$ cat src/rtl/spi_prot_trig.sv
// Passive SPI frame monitor: captures MOSI frames between SS_n edges and pulses
// SPItrig on a (masked) match or frm_err on a length error. Macro: SPI_TRIG_MASK_EN.
module spi_prot_trig #(
  parameter int MAX_W = 16,
  parameter int LEN_W = 6
) (
  input  logic             clk,
  input  logic             rst_n,
  input  logic             en,
  input  logic             SS_n,
  input  logic             SCLK,
  input  logic             MOSI,
  input  logic             pos_edge,
  input  logic [LEN_W-1:0] len,
  input  logic [MAX_W-1:0] match,
  input  logic [MAX_W-1:0] mask,
  output logic             SPItrig,
  output logic [MAX_W-1:0] rx_data,
  output logic             frm_err
);

  typedef enum logic {IDLE, SHIFT} state_e;

  localparam logic [LEN_W-1:0] CNT_SAT = LEN_W'(MAX_W + 1);
  localparam logic [LEN_W-1:0] LEN_MAX = LEN_W'(MAX_W);

  state_e           state_q, state_d;
  logic [2:0]       ss_sync_q, sclk_sync_q, valid_q;
  logic [1:0]       mosi_sync_q;
  logic [LEN_W-1:0] cnt_q, cnt_d;
  logic [MAX_W-1:0] shift_q, shift_d;
  logic [MAX_W-1:0] rx_q, rx_d;
  logic             trig_q, trig_d;
  logic             err_q, err_d;

  logic             ss_fall, ss_rise, sclk_edge, len_ok, hit;
  logic [MAX_W-1:0] lenmask, eff_mask;

  // valid_q marks when the synchroniser tail holds a real pin sample, so a low
  // SS_n at reset release is not mistaken for a fresh frame start.
  always_ff @(posedge clk or negedge rst_n) begin
    if (!rst_n) begin
      ss_sync_q   <= 3'b111;
      sclk_sync_q <= 3'b000;
      mosi_sync_q <= 2'b00;
      valid_q     <= 3'b000;
    end else begin
      ss_sync_q   <= {ss_sync_q[1:0], SS_n};
      sclk_sync_q <= {sclk_sync_q[1:0], SCLK};
      mosi_sync_q <= {mosi_sync_q[0], MOSI};
      valid_q     <= {valid_q[1:0], 1'b1};
    end
  end

  assign ss_fall   = valid_q[2] & ss_sync_q[2] & ~ss_sync_q[1];
  assign ss_rise   = ~ss_sync_q[2] & ss_sync_q[1];
  assign sclk_edge = pos_edge ? (~sclk_sync_q[2] & sclk_sync_q[1])
                              : (sclk_sync_q[2] & ~sclk_sync_q[1]);

`ifdef SPI_TRIG_MASK_EN
  assign eff_mask = mask;
`else
  logic unused_mask;
  assign unused_mask = ^mask;
  assign eff_mask    = '1;
`endif

  assign len_ok  = (len != '0) && (len <= LEN_MAX);
  assign lenmask = ~({MAX_W{1'b1}} << len);
  assign hit     = (((shift_q ^ match) & eff_mask & lenmask) == '0);

  always_comb begin
    state_d = state_q;
    cnt_d   = cnt_q;
    shift_d = shift_q;
    rx_d    = rx_q;
    trig_d  = 1'b0;
    err_d   = 1'b0;
    case (state_q)
      IDLE: begin
        if (en && ss_fall) begin
          state_d = SHIFT;
          cnt_d   = '0;
          shift_d = '0;
        end
      end
      SHIFT: begin
        if (!en) begin
          state_d = IDLE;
        end else if (ss_rise) begin
          // Frame end wins over any SCLK edge seen in the same cycle.
          state_d = IDLE;
          rx_d    = shift_q;
          if (len_ok && (cnt_q == len)) trig_d = hit;
          else                          err_d  = 1'b1;
        end else if (sclk_edge) begin
          shift_d = {shift_q[MAX_W-2:0], mosi_sync_q[1]};
          if (cnt_q != CNT_SAT) cnt_d = cnt_q + 1'b1;
        end
      end
      default: state_d = IDLE;
    endcase
  end

  always_ff @(posedge clk or negedge rst_n) begin
    if (!rst_n) begin
      state_q <= IDLE;
      cnt_q   <= '0;
      shift_q <= '0;
      rx_q    <= '0;
      trig_q  <= 1'b0;
      err_q   <= 1'b0;
    end else begin
      state_q <= state_d;
      cnt_q   <= cnt_d;
      shift_q <= shift_d;
      rx_q    <= rx_d;
      trig_q  <= trig_d;
      err_q   <= err_d;
    end
  end

  assign SPItrig = trig_q;
  assign frm_err = err_q;
  assign rx_data = rx_q;

endmodule

$ cat config.mk
export PLATFORM = sky130hd
export DESIGN_NAME = spi_prot_trig
export DESIGN_NICKNAME = d
export VERILOG_FILES = /design/src/rtl/spi_prot_trig.sv
export SDC_FILE = /design/constraint.sdc
export NUM_CORES = 1
export LEC_CHECK = 0
export BUFFER_PORTS_ARGS = -buffer_cell sky130_fd_sc_hd__buf_4
export CORE_MARGIN = 4
export CORE_UTILIZATION = 52
export DETAILED_ROUTE_END_ITERATION = 6
export PLACE_DENSITY = 0.9
export SKIP_CTS_REPAIR_TIMING = 1
export SLEW_MARGIN = 15
export SYNTH_ARGS = -nofsm -noshare
export SYNTH_HDL_FRONTEND = slang
export SYNTH_SLANG_ARGS = --single-unit
$ cat constraint.sdc
create_clock -name clk -period 2.15 [get_ports clk]
set_input_delay 0.215 -clock clk [delete_from_list [all_inputs] [get_ports clk]]
set_output_delay 0.215 -clock clk [all_outputs]
set_load 0.02 [all_outputs]
== After elaboration in Yosys (flattened, before gate mapping) ==
Cells that the tools add are included.

* Bits of input ports: 45
* Bits in registers: 52
* Word-level logic and storage cells: 65
* Output and inout bits: 18

* Add/sub/neg operators: 1
* Muxes and demuxes: 24
* Order comparisons: 1
* Bitwise logic cells: 13
* Reduce and logical (&&, ||, !) cells: 8
* Shift operators: 1
* Equality and inequality tests: 7

{| class="wikitable"
|+ Operators with widths
! kind !! count
|-
| $mux W16 || 4
|-
| $pmux W16 S2 || 1
|-
| $mux W6 || 5
|-
| $and A16 B16 Y16 || 1
|-
| $logic_not A16 Y1 || 1
|-
| $not A16 Y16 || 1
|-
| $shl A16 B6 Y16 const A || 1
|-
| $xor A16 B16 Y16 || 1
|-
| $mux W1 || 12
|-
| $pmux W6 S2 || 1
|-
| $add A6 B1 Y6 const B || 1
|-
| $eq A6 B6 Y1 || 1
|-
| $le A6 B5 Y1 const B || 1
|-
| $ne A2 B2 Y1 const B || 3
|-
| $ne A6 B5 Y1 const B || 1
|-
| $reduce_bool A6 Y1 || 1
|-
| $and A1 B1 Y1 || 5
|-
| $not A1 Y1 || 5
|-
| $reduce_and A5 Y1 || 1
|-
| $ne A2 B1 Y1 const B || 2
|-
| $reduce_and A4 Y1 || 1
|-
| $logic_and A1 B1 Y1 || 3
|-
| $reduce_and A3 Y1 || 1
|-
| $pmux W1 S2 || 1
|}

== Longest topological paths before layout ==
* Depth after elaboration: 8
* Gate-level depth with buffers: 8
* Gate-level depth less buffers: 7

== Worst setup path before layout ==
OpenSTA, ideal clock, no wires.

* Path type: register to register
* Start point: register ss_sync_q[2]
* End point: register cnt_q[5]
* Setup slack: 0.237 ns
* Required time: 2.072 ns
* Period minus slack after synthesis: 1.913 ns
* Setup time: 0.078 ns
* Arrival: 1.836 ns
* Cell stages (with the launch flop): 6
* Path through: dfstp_2 > nand3b_4 > or3b_1 > a22o_1 > or4_1 > a21oi_1

* Word-level cells in the longest chain between the ends: 5
* Elaborated cells between the ends (all ways): 8

{| class="wikitable"
|+ Ends and longest elaborated chain
! what !! RTL line !! RTL
|-
| from (decl) || 28 || <nowiki>logic [2:0] ss_sync_q, sclk_sync_q, valid_q;</nowiki>
|-
| from (signal assigned) || 48 || <nowiki>ss_sync_q <= {ss_sync_q[1:0], SS_n};</nowiki>
|-
| $and A1 B1 Y1 (2 in a row) || 55 || <nowiki>assign ss_fall = valid_q[2] & ss_sync_q[2] & ~ss_sync_q[1];</nowiki>
|-
| $logic_and A1 B1 Y1 || 81 || <nowiki>if (en && ss_fall) begin</nowiki>
|-
| $ne A2 B2 Y1 (no source line) || -- ||
|-
| $reduce_and A5 Y1 (no source line) (*) || -- ||
|-
| to (signal assigned) || 115 || <nowiki>cnt_q <= cnt_d;</nowiki>
|-
| to (decl) || 30 || <nowiki>logic [LEN_W-1:0] cnt_q, cnt_d;</nowiki>
|}

Every way passes the cells marked *; elsewhere a longest branch is shown, timed or not.
A chain may end at the register's enable or synchronous reset.

== Worst setup path after layout ==
* Start point: register shift_q[8]
* End point: register trig_q (netlist: SPItrig)

* Word-level cells in the longest chain between the ends: 7

{| class="wikitable"
|+ Ends and longest elaborated chain
! what !! RTL line !! RTL
|-
| from (decl) || 31 || <nowiki>logic [MAX_W-1:0] shift_q, shift_d;</nowiki>
|-
| from (signal assigned) || 116 || <nowiki>shift_q <= shift_d;</nowiki>
|-
| $xor A16 B16 Y16 || 70 || <nowiki>assign hit = (((shift_q ^ match) & eff_mask & lenmask) == '0);</nowiki>
|-
| $and A16 B16 Y16 || 70 ||
|-
| $logic_not A16 Y1 || 70 ||
|-
| $mux W1 || 94 || <nowiki>if (len_ok && (cnt_q == len)) trig_d = hit;</nowiki>
|-
| $mux W1 || 90 || <nowiki>end else if (ss_rise) begin</nowiki>
|-
| $mux W1 || 88 || <nowiki>if (!en) begin</nowiki>
|-
| $mux W1 || 79 || <nowiki>case (state_q)</nowiki>
|-
| named net trig_d || 33 || <nowiki>logic trig_q, trig_d;</nowiki>
|-
| to (signal assigned) || 118 || <nowiki>trig_q <= trig_d;</nowiki>
|-
| to (decl) || 33 ||
|}

The timed path passes the listed nets, and every way through them passes these cells.

==> results.toml <==
[worst_setup_path]
ff2ff_path_depth = 5
critical_path_required_ns = 2.35
crit_arrival_ns = 2.32
rr_endpoint = "SPItrig"
worstPathCellList = "xor2_1 -> or4_4 -> a211oi_2 -> o221ai_2 -> a2111oi_4"
cp-start-kind = "flip-flop"
slowest_stage = "or4_4"
slowest_delay_ns = 0.56
end_kind = "flip-flop"
regToRegSetupSlack_ns = 0.03
critical_path_class = "flip-flop to flip-flop"
crit_fanout = 4
r2r_start = "shift_q[8]"

[placement]
postPlaceCellArea_sq_um = 2750
gp_congestion = 0.828
io_buffers = 46
dp.final_hpwl_mm = 3.50

[layout]
fin_area_sq_um = 2910
layout.cells.most_common = "buf_4"
final_nets = 286
syn_to_final_growth_pct = 25.8
final_core_util_pct = 67.3
final_cell_mix = "buf_4 (52), dfrtp_1 (49), mux2_2 (16)"
n_antenna_cell = 0
drive_gt1_share_pct = 37.1
nFillCells = 333

[synthesis]
netlist.area_leader.share_pct = 53.0
syn-instance-count = 184
ys_types = 40
synth_largest_area_cell = "dfrtp_1"
yosysWarnings = 0
netlist_area_sq_um = 2310
synthArstFlopShare_pct = 100
ys_seq_elements = 52
avgSynthCellArea_sq_um = 12.6
syn_nets = 231
ys_seq_area_share_pct = 56.4
synth_edf_count = 0
synth_ff_type = "dfrtp_1"
synthTopCellsByArea = "dfrtp_1 (53%), mux2_2 (7.8%), a22o_1 (6.1%)"

[clock_tree]
ctsRootBufferMaster = "clkbuf_8"
clock_latency_ns = 0.31
clock-sinks = 52
cts_htree_levels = 2
numCtsBuffers = 5
cts_buffer_depth = 2
clkTransAtPathRegs_ns = 0.09
tritoncts = "built"

[floorplan]
num_rows = 24
fp.dieH_um = 74.7
boundaryPins = 63
die_w_um = 74.7
initial_core_util_pct = 53.5
die_area_sq_um = 5580
coreArea_sq_um = 4320

[detailed_routing]
routedWlPerCell_um = 16.4
ant_nets = 0
drt_pass1_iterations = 4
drc = 0
viasPerCell = 5.66
vias = 1653
routed_wl_mm = 4.80
drtIter0Drc = 112

[sta]
finalHoldViolCount = 0
tightest_slew_ns = 0.623
slew_headroom_pct = 58.5
period_minus_slack_ns = 2.12
worst_clock_skew_ns = 0.00650
max_freq_ghz = 0.472
finalSetupViolations = 0
final.setup.tns_ns = 0
finalCritPeriodShare_pct = 98.6
slew_violations = 0

[global_route]
grt_max_degree = 53
antenna_found_initial = 0
gr-total-overflow = 0
grt_usage_pct = 18.4
grt_pass1_wl_mm = 7.79
grt_pass1_vias = 1667

[pwr]
finalPower_mw = 1.91
p_leak_nw = 1.37
ir_drop_v = 0.000513
p_per_area_nw_per_um2 = 657

[run_status]
status = "finished, final reports clean"

[worst_hold_path]
min_to = "ss_sync_q[0]"
hold_class = "primary input to flip-flop"
hold_start = "SS_n"
worst_hold_path.num_cells = 1

[flow_run]
maxCapViolations = 0
-- state kept, by name, indices dropped and copies added, names as in the netlist --
register	cells
cnt_q	6
rx_data	16
mosi_sync_q	2
valid_q	3
ss_sync_q	3
sclk_sync_q	3
SPItrig	1
shift_q	16
frm_err	1
state_q	1
-- cells in the mapped netlist, drive strengths merged, types with 2 or more instances --
master and instances:
nor3b 2, a21oi 6, o211ai 3, o21ai 7, a22o 18, clkbuf 4, mux2 16, xnor2 15
or3 5, xor2 5, ha 2, a211oi 3, nand3 5, o221ai 2, or4 2, nand4 3
nand2 8, dfrtp 49, inv 5, nand2b 3, dfstp 3, nor2 4
-- cell families (layout without fill, tap and decap cells) --
family | Yosys count | after routing | share of synthesized area (%)
multiplexers | 16 | 16 | 7.78
other | 1 | 1 | 0.162
AND/OR/NAND/NOR | 38 | 38 | 9.95
XOR/XNOR | 20 | 20 | 7.57
flip-flops | 52 | 52 | 56.4
AO/OA/AOI/OAI | 45 | 45 | 15.4
adder cells (fa/ha/maj) | 2 | 2 | 1.08
buffers and inverters | 10 | 66 | 1.68
-- how the worst max path moves through the flow --
stage,depth (start not counted),from,slack [ns],to
after floorplan,5,ss_sync_q[2],0.24,cnt_q[5]
after global placement,5,ss_sync_q[2],0.13,cnt_q[5]
after detailed placement,5,shift_q[8],0.08,SPItrig
after CTS,5,shift_q[8],0.06,SPItrig
after global routing,5,shift_q[8],-0.05,SPItrig
final,5,shift_q[8],0.03,SPItrig
-- worst max-delay path, delay by kind of cell, from the launching register on --
kind            cells  cell delay, ns
simple gates        1            0.56
flops               1            0.44
xor+xnor            1            0.21
compound gates      3            0.81
-- metrics by stage --
step                hold WS (ns)  setup WS (ns)  instances
finish                    0.0123         0.0300        292
detailed placement         0.276         0.0775        283
CTS                      -0.0592         0.0581        291
floorplan                -0.0806          0.237        184
global placement           0.270          0.134        283
global route             0.00424        -0.0514        292
-- where the power goes --
group	switching, mW	leakage, nW	total [mW]	internal, mW
clock	0.313	0.0645	0.724	0.411
combinational	0.0867	0.611	0.169	0.0823
sequential	0.0201	0.696	1.02	1.00
total	0.420	1.37	1.91	1.49
-- per-layer routing --
metal  up-vias  track usage [%]  share of wire [%]
met3         7             4.81                6.2
met2        47             31.2                 51
met5         -                0                  0
met1       815             23.1                 41
met4         0             5.53                1.3
li1        784                -                  -
-- cell type report --
cell class / instances / area, sq um / area share [%]
clock buffers: 7 / 96.3 / 3.31
clock inverters: 1 / 30.0 / 1.03
inverters: 5 / 18.8 / 0.645
multi-input cells: 122 / 996 / 34.2
flip-flops and latches: 52 / 1310 / 44.8
well taps: 52 / 65.1 / 2.23
repair buffers: 53 / 400 / 13.8
No activity file was read; power rests on OpenSTA's default activity.
